### config.mk
export PLATFORM = sky130hd
export DESIGN_NAME = gcd_unit
export DESIGN_NICKNAME = d
export VERILOG_FILES = /design/src/rtl/gcd_unit.sv
export SDC_FILE = /design/constraint.sdc
export NUM_CORES = 1
export LEC_CHECK = 0
export BUFFER_PORTS_ARGS = -buffer_cell sky130_fd_sc_hd__clkbuf_2
export CELL_PAD_IN_SITES_DETAIL_PLACEMENT = 1
export CELL_PAD_IN_SITES_GLOBAL_PLACEMENT = 2
export CORE_MARGIN = 2
export CORE_UTILIZATION = 34
export CTS_CLUSTER_SIZE = 16
export DETAILED_ROUTE_END_ITERATION = 8
export GPL_TIMING_DRIVEN = 0
export PLACE_DENSITY = 0.87
export SLEW_MARGIN = 25
export SYNTH_ARGS = -nofsm -noshare
export SYNTH_HDL_FRONTEND = slang
export SYNTH_SLANG_ARGS = --single-unit
export TNS_END_PERCENT = 5
### constraint.sdc
create_clock -name CLK -period 3.4 [get_ports CLK]
set_input_delay 0.34 -clock CLK [delete_from_list [all_inputs] [get_ports CLK]]
set_output_delay 0.34 -clock CLK [all_outputs]
set_load 0.005 [all_outputs]
### src/rtl/gcd_unit.sv
// gcd_unit: multi-cycle subtractive-Euclid GCD coprocessor.
// Ports: CLK, reset (sync, active-high), start, a_in, b_in -> busy, done,
//        result, coprime, iter_count. All outputs are registered.
module gcd_unit #(
   parameter int WIDTH = 16
) (
   input  logic             CLK,
   input  logic             reset,
   input  logic             start,
   input  logic [WIDTH-1:0] a_in,
   input  logic [WIDTH-1:0] b_in,
   output logic             busy,
   output logic             done,
   output logic [WIDTH-1:0] result,
   output logic             coprime,
   output logic [WIDTH-1:0] iter_count
);

   typedef enum logic [1:0] {
      S_IDLE = 2'd0,
      S_RUN  = 2'd1,
      S_DONE = 2'd2
   } state_t;

   localparam logic [WIDTH-1:0] ONE = WIDTH'(1);

   state_t           state_q;
   logic [WIDTH-1:0] a_q;
   logic [WIDTH-1:0] b_q;
   logic [WIDTH-1:0] cnt_q;
   logic [WIDTH-1:0] res_q;
   logic [WIDTH-1:0] iter_q;
   logic             busy_q;
   logic             done_q;
   logic             cop_q;

   logic             a_zero_d;
   logic             b_zero_d;
   logic             eq_d;
   logic             a_gt_d;
   logic             fin_d;
   logic [WIDTH-1:0] a_sub_d;
   logic [WIDTH-1:0] b_sub_d;
   logic [WIDTH-1:0] cnt_d;
   logic [WIDTH-1:0] term_d;

   always_comb begin
      a_zero_d = (a_q == '0);
      b_zero_d = (b_q == '0);
      eq_d     = (a_q == b_q);
      a_gt_d   = (a_q > b_q);
      fin_d    = a_zero_d | b_zero_d | eq_d;
      // Only the larger-minus-smaller difference is ever committed,
      // so neither subtraction can wrap when it is used.
      a_sub_d  = a_q - b_q;
      b_sub_d  = b_q - a_q;
      // Step counter sticks at all-ones instead of wrapping.
      cnt_d    = (&cnt_q) ? cnt_q : cnt_q + ONE;
      // With A==0 the answer sits in B; otherwise A holds it
      // (covers B==0 and A==B alike).
      term_d   = a_zero_d ? b_q : a_q;
   end

   always_ff @(posedge CLK) begin
      if (reset) begin
         state_q <= S_IDLE;
         a_q     <= '0;
         b_q     <= '0;
         cnt_q   <= '0;
         res_q   <= '0;
         iter_q  <= '0;
         busy_q  <= 1'b0;
         done_q  <= 1'b0;
         cop_q   <= 1'b0;
      end else begin
         unique case (state_q)
            S_IDLE: begin
               done_q <= 1'b0;
               if (start) begin
                  a_q     <= a_in;
                  b_q     <= b_in;
                  cnt_q   <= '0;
                  busy_q  <= 1'b1;
                  state_q <= S_RUN;
               end
            end
            S_RUN: begin
               if (fin_d) begin
                  res_q   <= term_d;
                  cop_q   <= (term_d == ONE);
                  iter_q  <= cnt_q;
                  done_q  <= 1'b1;
                  state_q <= S_DONE;
               end else begin
                  if (a_gt_d) begin
                     a_q <= a_sub_d;
                  end else begin
                     b_q <= b_sub_d;
                  end
                  cnt_q <= cnt_d;
               end
            end
            S_DONE: begin
               done_q  <= 1'b0;
               busy_q  <= 1'b0;
               state_q <= S_IDLE;
            end
            default: begin
               done_q  <= 1'b0;
               busy_q  <= 1'b0;
               state_q <= S_IDLE;
            end
         endcase
      end
   end

   assign busy       = busy_q;
   assign done       = done_q;
   assign result     = res_q;
   assign coprime    = cop_q;
   assign iter_count = iter_q;

endmodule

==> results of run 1 <==
[routing by layer]
metal	global-route usage, %	vias up	wire length, um
met3	3.28	21	1050
met4	7.46	0	358
li1	-	2655	-
met5	0	-	0
met1	33.4	2750	9620
met2	41.1	155	9650
[power by group]
group	switching (mW)	internal (mW)	total (mW)	leakage (nW)
sequential	0.260	1.14	1.40	0.693
combinational	1.94	1.21	3.15	1.59
clock	0.494	0.591	1.08	0.155
total	2.69	2.95	5.63	2.44
[cells in the mapped netlist, types with 3 or more instances]
cell type | instances | area, um^2
o21ai_0 | 35 | 175
nand2_1 | 89 | 334
a21oi_1 | 67 | 335
dfxtp_1 | 85 | 1700
o31ai_1 | 3 | 22.5
xnor2_1 | 12 | 105
xor2_1 | 9 | 78.8
a211oi_2 | 4 | 50.1
a21o_1 | 5 | 37.5
o21bai_1 | 5 | 37.5
a221oi_1 | 6 | 52.6
inv_1 | 40 | 150
a31oi_1 | 6 | 37.5
nor2b_1 | 4 | 25.0
a211oi_1 | 38 | 285
a311oi_1 | 9 | 78.8
o21a_1 | 4 | 30.0
ha_1 | 32 | 400
a311oi_2 | 6 | 90.1
nand4_1 | 9 | 56.3
nor2_1 | 74 | 278
clkbuf_1 | 28 | 105
buf_4 | 7 | 52.6
nor3_1 | 26 | 130
and2_1 | 5 | 31.3
nand2b_1 | 5 | 31.3
or3_1 | 4 | 25.0
a221oi_2 | 4 | 60.1
buf_6 | 4 | 45.0
nor4_1 | 12 | 75.1
buf_2 | 4 | 20.0
nand3_1 | 9 | 45.0
[how the worst max path moves through the flow]
| stage | start | endpoint | slack [ns] | cells after the start |
|---|---|---|---|---|
| 2_1_floorplan | a_q[0]$_SDFFE_PP0P_ | b_q[11]$_SDFFE_PP0P_ | 0.62 | 13 |
| 3_3_place_gp | a_q[8]$_SDFFE_PP0P_ | b_q[12]$_SDFFE_PP0P_ | 0.14 | 11 |
| 3_5_place_dp | a_q[8]$_SDFFE_PP0P_ | b_q[14]$_SDFFE_PP0P_ | 0.09 | 11 |
| 4_1_cts | a_q[11]$_SDFFE_PP0P_ | cnt_q[11]$_SDFFE_PP0P_ | 0.07 | 10 |
| 5_1_grt | a_q[0]$_SDFFE_PP0P_ | b_q[14]$_SDFFE_PP0P_ | 0.006 | 12 |
| 6_report | a_q[11]$_SDFFE_PP0P_ | a_q[8]$_SDFFE_PP0P_ | 0.13 | 11 |
[kinds of logic (layout without fill, tap and decap cells)]
family / Yosys count / in the layout / synth area share [%]
simple gates: 252 / 252 / 21.3
compound gates: 216 / 216 / 28.0
buf+inv: 87 / 171 / 7.39
flops: 85 / 85 / 31.4
fa+ha+maj: 34 / 34 / 8.13
xor+xnor: 21 / 21 / 3.40
mux: 2 / 2 / 0.393
[flip-flops by register name, indices dropped and copies added (netlist names)]
signal / cells
busy: 1
b_q: 16
coprime: 1
cnt_q: 16
iter_count: 16
state_q: 2
result: 16
done: 1
a_q: 16
[what timing repair did]
action,4_1_cts,5_1_grt
resized for setup,0,3
hold buffers,0,0
setup endpoints to repair,0,41
[placed cells by master (no fill, tap or decap), drive strengths merged, types with 3 or more instances in the layout]
master | synthesis | layout
clkbuf | 29 | 106
nand2 | 89 | 89
dfxtp | 85 | 85
nor2 | 75 | 75
a21oi | 69 | 69
inv | 40 | 45
a211oi | 43 | 43
o21ai | 36 | 36
ha | 32 | 32
nor3 | 26 | 26
buf | 18 | 18
a311oi | 15 | 15
nor4 | 12 | 12
xnor2 | 12 | 12
a221oi | 10 | 10
nand4 | 9 | 9
xor2 | 9 | 9
nand3 | 9 | 9
a31oi | 6 | 6
nand2b | 6 | 6
o21bai | 6 | 6
and2 | 6 | 6
a21o | 5 | 5
nor2b | 4 | 4
o21a | 4 | 4
or3 | 4 | 4
o31ai | 3 | 3
[final cells by class]
cell class                 instances  area share, %
sequential                        85           26.8
clock buffer                       9           3.55
inverter                          40           2.36
timing repair buffer              68           5.36
tap                              216           4.26
multi-input combinational        525           52.4
buffer                            47           3.94
clock inverter                     7           1.38
[critical path, cell delays in order, from the launching register on]
cell and delay [ns]:
dfxtp_1 0.48, inv_1 0.14, ha_1 0.29, buf_2 0.21
nand4_1 0.12, nor4_1 0.45, o21bai_2 0.32, nor4_1 0.15
a211oi_4 0.42, buf_6 0.23, a21oi_1 0.09, a221oi_2 0.27
==> impl_metrics.yaml, run 1 <==
outcome:
  run_status: "finished clean"
finish:
  design_area_mm2: 0.00635
  final_util_pct: 40.4
  multiInputGateArea_mm2: 0.00333
  drive_gt1_share_pct: 16.5
  final_cells: 997
  nets: 845
  diodes: 0
  areaGrowthSynthToFinish_pct: 17.3
  fillers: 1958
  seqCellArea_mm2: 0.00170
global_routing:
  grt_first_pass_wirelength_um: 31600
  grt_pass1_vias: 5695
  grt_antenna_before_repair: 0
  grt.total_usage_pct: 24.7
  grt_max_degree: 18
  grt_overflow: 0
placement:
  numPortBuffers: 68
  place_congestion: 0.911
  preCtsSetupSlack_ns: 0.0891
  dpl.hpwl_um: 16100
  placed_area_mm2: 0.00603
  dp_cells: 981
setup_path:
  worstSetupPathType: "register to register"
  r2r-start: "a_q[11]$_SDFFE_PP0P_"
  cp_max_fo: 10
  rr_endpoint: "a_q[8]$_SDFFE_PP0P_"
  critPathLaunchType: "register"
  critPathRequiredTime_ns: 3.67
  cp-end-kind: "register"
  arrival_ns: 3.54
  r2r_cells: 11
  rrSetupSlack_ns: 0.13
die:
  dieArea_mm2: 0.0170
  die_y_um: 130
  io_pins: 70
  placementRows: 46
  core_mm2: 0.0157
  die_w_um: 130
  start_util_pct: 34.5
clock_network:
  cts_setup_buffers: 0
  tritoncts: "yes"
  cts_max_level: 3
  clkLatencyLatePin_ns: 0.36
  path_clk_slew_ns: 0.08
  cts_root_buffer: "clkbuf_16"
  cts_buffer_depth: 2
  cts_buffers: 9
  clock_sinks: 85
sta:
  maxSlewViolCount: 0
  fin_crit_ns: 3.27
  min_period_over_period_pct: 96.1
  skew_ns: 0.0176
  relSlewSlack_pct: 38.9
  setup_violations: 0
  max_freq_mhz: 306
  grt_setup_unrepaired: "false"
  fin_hold_ws_ns: 0.219
  tns_ns: 0
  fin_ws_ns: 0.131
  hold_viol: 0
  worstMarginPinSlew_ns: 0.917
routing:
  antenna_left: 0
  dr.pass1.iters: 5
  routed_wl_um: 20700
  wire_per_inst_um: 20.7
  drt-initial-drc-count: 351
  num_vias: 5581
  viasPerCell: 5.60
  drc: 0
synth:
  synth_edf_count: 0
  syn-cell-area_mm2: 0.00542
  synth_async_sr_flop_share_pct: 0
  synth-warning-count: 0
  syn_area_per_cell_um2: 7.77
  synth_nets: 766
  ys_ff_latch: 85
  ys_seq_area_share_pct: 31.4
  syn_inst: 697
  ys_types: 67
  synth_ff_type: "dfxtp_1"
power_and_ir_drop:
  ir_drop_mv: 0.299
  power_density_mw_per_mm2: 887
  p_total_mw: 5.63
  p_leak_nw: 2.44
min_path:
  worstHoldEndpoint: "a_q[12]$_SDFFE_PP0P_"
  hp-class: "primary input to register"
  min_from: "a_in[12]"
  whs_path_depth: 3
flow_run:
  drv_cap: 0
(Power assumes the default switching activity.)
==> inputs of run 2 (changes only) <==
--- a/config.mk
+++ b/config.mk
@@ -8,7 +8,6 @@
 export BUFFER_PORTS_ARGS = -buffer_cell sky130_fd_sc_hd__clkbuf_2
 export CELL_PAD_IN_SITES_DETAIL_PLACEMENT = 1
 export CELL_PAD_IN_SITES_GLOBAL_PLACEMENT = 2
-export CORE_MARGIN = 2
 export CORE_UTILIZATION = 34
 export CTS_CLUSTER_SIZE = 16
 export DETAILED_ROUTE_END_ITERATION = 8
==> constraint.sdc (replaced) <==
create_clock -name CLK -period 3.4 [get_ports CLK]
set_input_delay 0.68 -clock CLK [delete_from_list [all_inputs] [get_ports CLK]]
set_output_delay 0.68 -clock CLK [all_outputs]
set_load 0.005 [all_outputs]
==> impl_metrics.yaml, run 2 (synthesized netlist as in run 1, its figures left out) <==
finish:
  final_cell_mix: "nand2_1, dfxtp_1, nor2_1"
  final_util_pct: 41.1
  nets: 845
  areaGrowthSynthToFinish_pct: 16.8
  final_common_cell: "nand2_1"
  seqCellArea_mm2: 0.00170
  fillers: 1917
  drive_gt1_share_pct: 16.9
  diodes: 0
  multiInputGateArea_mm2: 0.00333
die:
  placementRows: 45
  die_y_um: 128
  io_pins: 70
  start_util_pct: 35.2
  core_mm2: 0.0154
  dieArea_mm2: 0.0164
  die_w_um: 128
setup_path:
  worstSetupPathType: "register to register"
  cp.buffers_inverters: 2
  arrival_ns: 3.47
  path_delay_family: "compound AO/OA/AOI/OAI gates"
  cp_slowest_stage_delay_ns: 0.44
  critPathRequiredTime_ns: 3.65
  slowest_stage: "nor4_1"
  cp_max_fo: 10
  crit_chain: "inv_1 > ha_1 > nand4_1 > nor4_1 > o21bai_2 > nor4_1 > a211oi_4 > buf_6 > a211oi_1 > a211oi_1"
  critPathLaunchType: "register"
  cp-end-kind: "register"
clock_network:
  cts_buffers: 9
  cts_max_level: 3
  cts_root_buffer: "clkbuf_16"
  tritoncts: "yes"
  path_clk_slew_ns: 0.07
  cts_buffer_depth: 2
  clkLatencyLatePin_ns: 0.35
  clock_sinks: 85
routing:
  viasPerCell: 5.68
  num_vias: 5639
  drt-initial-drc-count: 327
  antenna_left: 0
  drc: 0
  dr.pass1.iters: 4
  routed_wl_um: 20400
  wire_per_inst_um: 20.5
sta:
  skew_ns: 0.0110
  fin_crit_ns: 3.23
  maxSlewViolCount: 0
  grt_setup_unrepaired: "false"
  hold_viol: 0
  max_freq_mhz: 310
  relSlewSlack_pct: 37.5
  min_period_over_period_pct: 94.9
  setup_violations: 0
  worstMarginPinSlew_ns: 0.937
  tns_ns: 0
  fin_hold_ws_ns: 0.453
placement:
  numPortBuffers: 68
  place_congestion: 0.978
  dpl.hpwl_um: 15900
global_routing:
  grt_antenna_before_repair: 0
  grt_first_pass_wirelength_um: 31700
  grt_overflow: 0
  grt.total_usage_pct: 25.5
  grt_max_degree: 16
  grt_pass1_vias: 5659
power_and_ir_drop:
  power_density_mw_per_mm2: 878
  p_seq_share_pct: 25.0
  ir_drop_mv: 0.317
  switchingPower_mw: 2.67
  internal_power_mw: 2.88
  p_leak_nw: 2.43
  p_total_mw: 5.55
  clkPwrFrac_pct: 17.5
  p_sw_share_pct: 48.1
  power_frac_comb_pct: 57.6
min_path:
  hp-class: "register to register"
outcome:
  run_status: "finished clean"
flow_run:
  drv_cap: 0
## run 2: final cells by class
type / count / share of cell area [%]
clock inverter: 6 / 0.732
sequential: 85 / 26.9
buffer: 47 / 4.00
timing repair buffer: 68 / 5.38
tap: 211 / 4.17
multi-input combinational: 525 / 52.7
clock buffer: 10 / 3.78
inverter: 40 / 2.37
## run 2: layer usage
metal / wire, um / global-route usage, % / part of all wire (%)
met5: 0 / 0 / 0
met4: 449 / 9.07 / 2.2
met3: 745 / 2.00 / 3.7
met2: 9230 / 41.6 / 45
met1: 9930 / 35.1 / 49
## run 2: timing repair
action,4_1_cts,5_1_grt
hold buffers,0,0
gates resized for setup,0,8
hold endpoints to repair,0,0
setup endpoints to repair,0,39
setup buffers,0,0
## run 2: worst paths after layout
kind         depth (start not counted)                        from  slack (ns)                          to
max reg2reg                         10         a_q[2]$_SDFFE_PP0P_        0.17         a_q[6]$_SDFFE_PP0P_
min                                  2  iter_count[8]$_SDFFE_PP0P_        0.45  iter_count[8]$_SDFFE_PP0P_
max                                 10         a_q[2]$_SDFFE_PP0P_        0.17         a_q[6]$_SDFFE_PP0P_
min reg2reg                          2  iter_count[8]$_SDFFE_PP0P_        0.45  iter_count[8]$_SDFFE_PP0P_
## run 2: per-stage QoR
step | worst slack (ns) | instances | instance area, um^2
2_1_floorplan | 0.624 | 697 | 5420
3_3_place_gp | 0.143 | 976 | 6020
3_5_place_dp | 0.113 | 976 | 6020
4_1_cts | 0.0990 | 992 | 6300
5_1_grt | 0.00912 | 992 | 6320
6_report | 0.175 | 992 | 6320
## run 2: tightest hold or removal path: stages (launching register included)
cell,delay (ns)
dfxtp_1,0.31
nand2_1,0.05
a21oi_1,0.05
## run 2: power groups by stage
| stage | Clock, mW | Combinational, mW | Sequential (mW) |
|---|---|---|---|
| final | 0.970 | 3.20 | 1.39 |
| after global routing | 1.01 | 3.47 | 1.40 |
| after CTS | 0.979 | 3.13 | 1.38 |
| after detailed placement | 0 | 3.10 | 1.40 |
| after global placement | 0 | 3.02 | 1.39 |
| after floorplan | 0 | 2.31 | 1.29 |
==> inputs of run 3 (changes only) <==
--- a/config.mk
+++ b/config.mk
@@ -8,11 +8,11 @@
 export BUFFER_PORTS_ARGS = -buffer_cell sky130_fd_sc_hd__clkbuf_2
 export CELL_PAD_IN_SITES_DETAIL_PLACEMENT = 1
 export CELL_PAD_IN_SITES_GLOBAL_PLACEMENT = 2
-export CORE_UTILIZATION = 34
+export CORE_UTILIZATION = 27
 export CTS_CLUSTER_SIZE = 16
 export DETAILED_ROUTE_END_ITERATION = 8
 export GPL_TIMING_DRIVEN = 0
-export PLACE_DENSITY = 0.87
+export PLACE_DENSITY = 0.73
 export SLEW_MARGIN = 25
 export SYNTH_ARGS = -nofsm -noshare
 export SYNTH_HDL_FRONTEND = slang
==> impl_metrics.yaml, run 3 (synthesized netlist as in run 1, its figures left out) <==
outcome:
  run_status: "finished clean"
die:
  start_util_pct: 27.6
  die_w_um: 144
  die_y_um: 144
  core_mm2: 0.0196
  dieArea_mm2: 0.0206
  placementRows: 51
  io_pins: 70
global_routing:
  grt_overflow: 0
  grt_first_pass_wirelength_um: 33200
  grt_antenna_before_repair: 0
  grt.total_usage_pct: 21.7
  grt_max_degree: 17
  grt_pass1_vias: 5607
finish:
  fillers: 2427
  nets: 845
  areaGrowthSynthToFinish_pct: 18.6
  diodes: 0
  final_cell_mix: "nand2_1, dfxtp_1, nor2_1"
  design_area_mm2: 0.00642
  final_cells: 1046
  drive_gt1_share_pct: 17.0
  final_util_pct: 32.8
  final_common_cell: "nand2_1"
sta:
  grt_setup_unrepaired: "false"
  max_freq_mhz: 312
  fin_ws_ns: 0.190
  setup_violations: 0
  fin_crit_ns: 3.21
  hold_viol: 0
  worstMarginPinSlew_ns: 0.896
  fin_hold_ws_ns: 0.454
  relSlewSlack_pct: 40.3
  tns_ns: 0
  skew_ns: 0.0107
  maxSlewViolCount: 0
  min_period_over_period_pct: 94.4
setup_path:
  worstSetupPathType: "register to register"
  critPathRequiredTime_ns: 3.60
  arrival_ns: 3.41
  cp-end-kind: "register"
  critPathLaunchType: "register"
  cp_max_fo: 10
routing:
  antenna_left: 0
  dr.pass1.iters: 4
  wire_per_inst_um: 20.2
  routed_wl_um: 21200
  drc: 0
  drt-initial-drc-count: 398
  viasPerCell: 5.28
  num_vias: 5518
clock_network:
  ctsResizeCount: 1
  tritoncts: "yes"
  cts_buffers: 9
  cts_setup_buffers: 0
  cts_max_level: 3
  path_clk_slew_ns: 0.07
  holdBufCountCts: 0
  clock_sinks: 85
  cts_buffer_depth: 2
  clkLatencyLatePin_ns: 0.36
  cts_root_buffer: "clkbuf_16"
placement:
  dpl.hpwl_um: 16400
  dp_cells: 1030
  numPortBuffers: 68
  place_congestion: 0.940
  preCtsSetupSlack_ns: -0.0461
  placed_area_mm2: 0.00609
power_and_ir_drop:
  p_total_mw: 5.63
  p_leak_nw: 2.44
  power_density_mw_per_mm2: 877
  ir_drop_mv: 0.260
min_path:
  hp-class: "register to register"
flow_run:
  drv_cap: 0
## run 3: changes by cell type in the layout (fill, tap and decap cells not counted), sizes merged
| cell | before | now |
|---|---|---|
| buf | 18 | 17 |
| bufinv | 0 | 1 |
## run 3: area by class of cell
cell class | count | area (um^2) | area share (%)
clock inverters | 7 | 82.6 | 1.29
multi-input cells | 525 | 3330 | 51.9
inverters | 40 | 150 | 2.34
plain buffers | 47 | 256 | 4.00
repair buffers | 68 | 340 | 5.30
well taps | 265 | 332 | 5.16
flip-flops and latches | 85 | 1700 | 26.5
clock buffers | 9 | 225 | 3.51
## run 3: worst paths after layout
| kind | start | end | slack [ns] | cells past startpoint |
|---|---|---|---|---|
| max | a_q[0]$_SDFFE_PP0P_ | b_q[2]$_SDFFE_PP0P_ | 0.19 | 12 |
| min | iter_count[13]$_SDFFE_PP0P_ | iter_count[13]$_SDFFE_PP0P_ | 0.45 | 2 |
| max reg2reg | a_q[0]$_SDFFE_PP0P_ | b_q[2]$_SDFFE_PP0P_ | 0.19 | 12 |
| min reg2reg | iter_count[13]$_SDFFE_PP0P_ | iter_count[13]$_SDFFE_PP0P_ | 0.45 | 2 |
## run 3: power breakdown
part	leakage, nW	internal, mW	switching (mW)	total [mW]
sequential	0.693	1.14	0.269	1.41
combinational	1.60	1.22	1.94	3.16
clock	0.144	0.581	0.479	1.06
total	2.44	2.94	2.69	5.63
## run 3: critical path: stages (launching register included)
cell and delay [ns]:
dfxtp_1 0.43, inv_1 0.07, ha_1 0.25, fa_1 0.39, nand2b_2 0.22, a21oi_2 0.17
o21bai_1 0.15, a22o_1 0.28, or3_1 0.37, buf_6 0.15, clkbuf_2 0.27, a21oi_1 0.24
a211oi_2 0.06
## run 3: per-layer routing
layer,share of wire (%),GRT usage (%),vias to the layer above
li1,-,-,2657
met1,47,29.9,2700
met2,45,35.1,135
met3,5.6,2.77,26
met4,1.7,6.22,0
met5,0,0,-
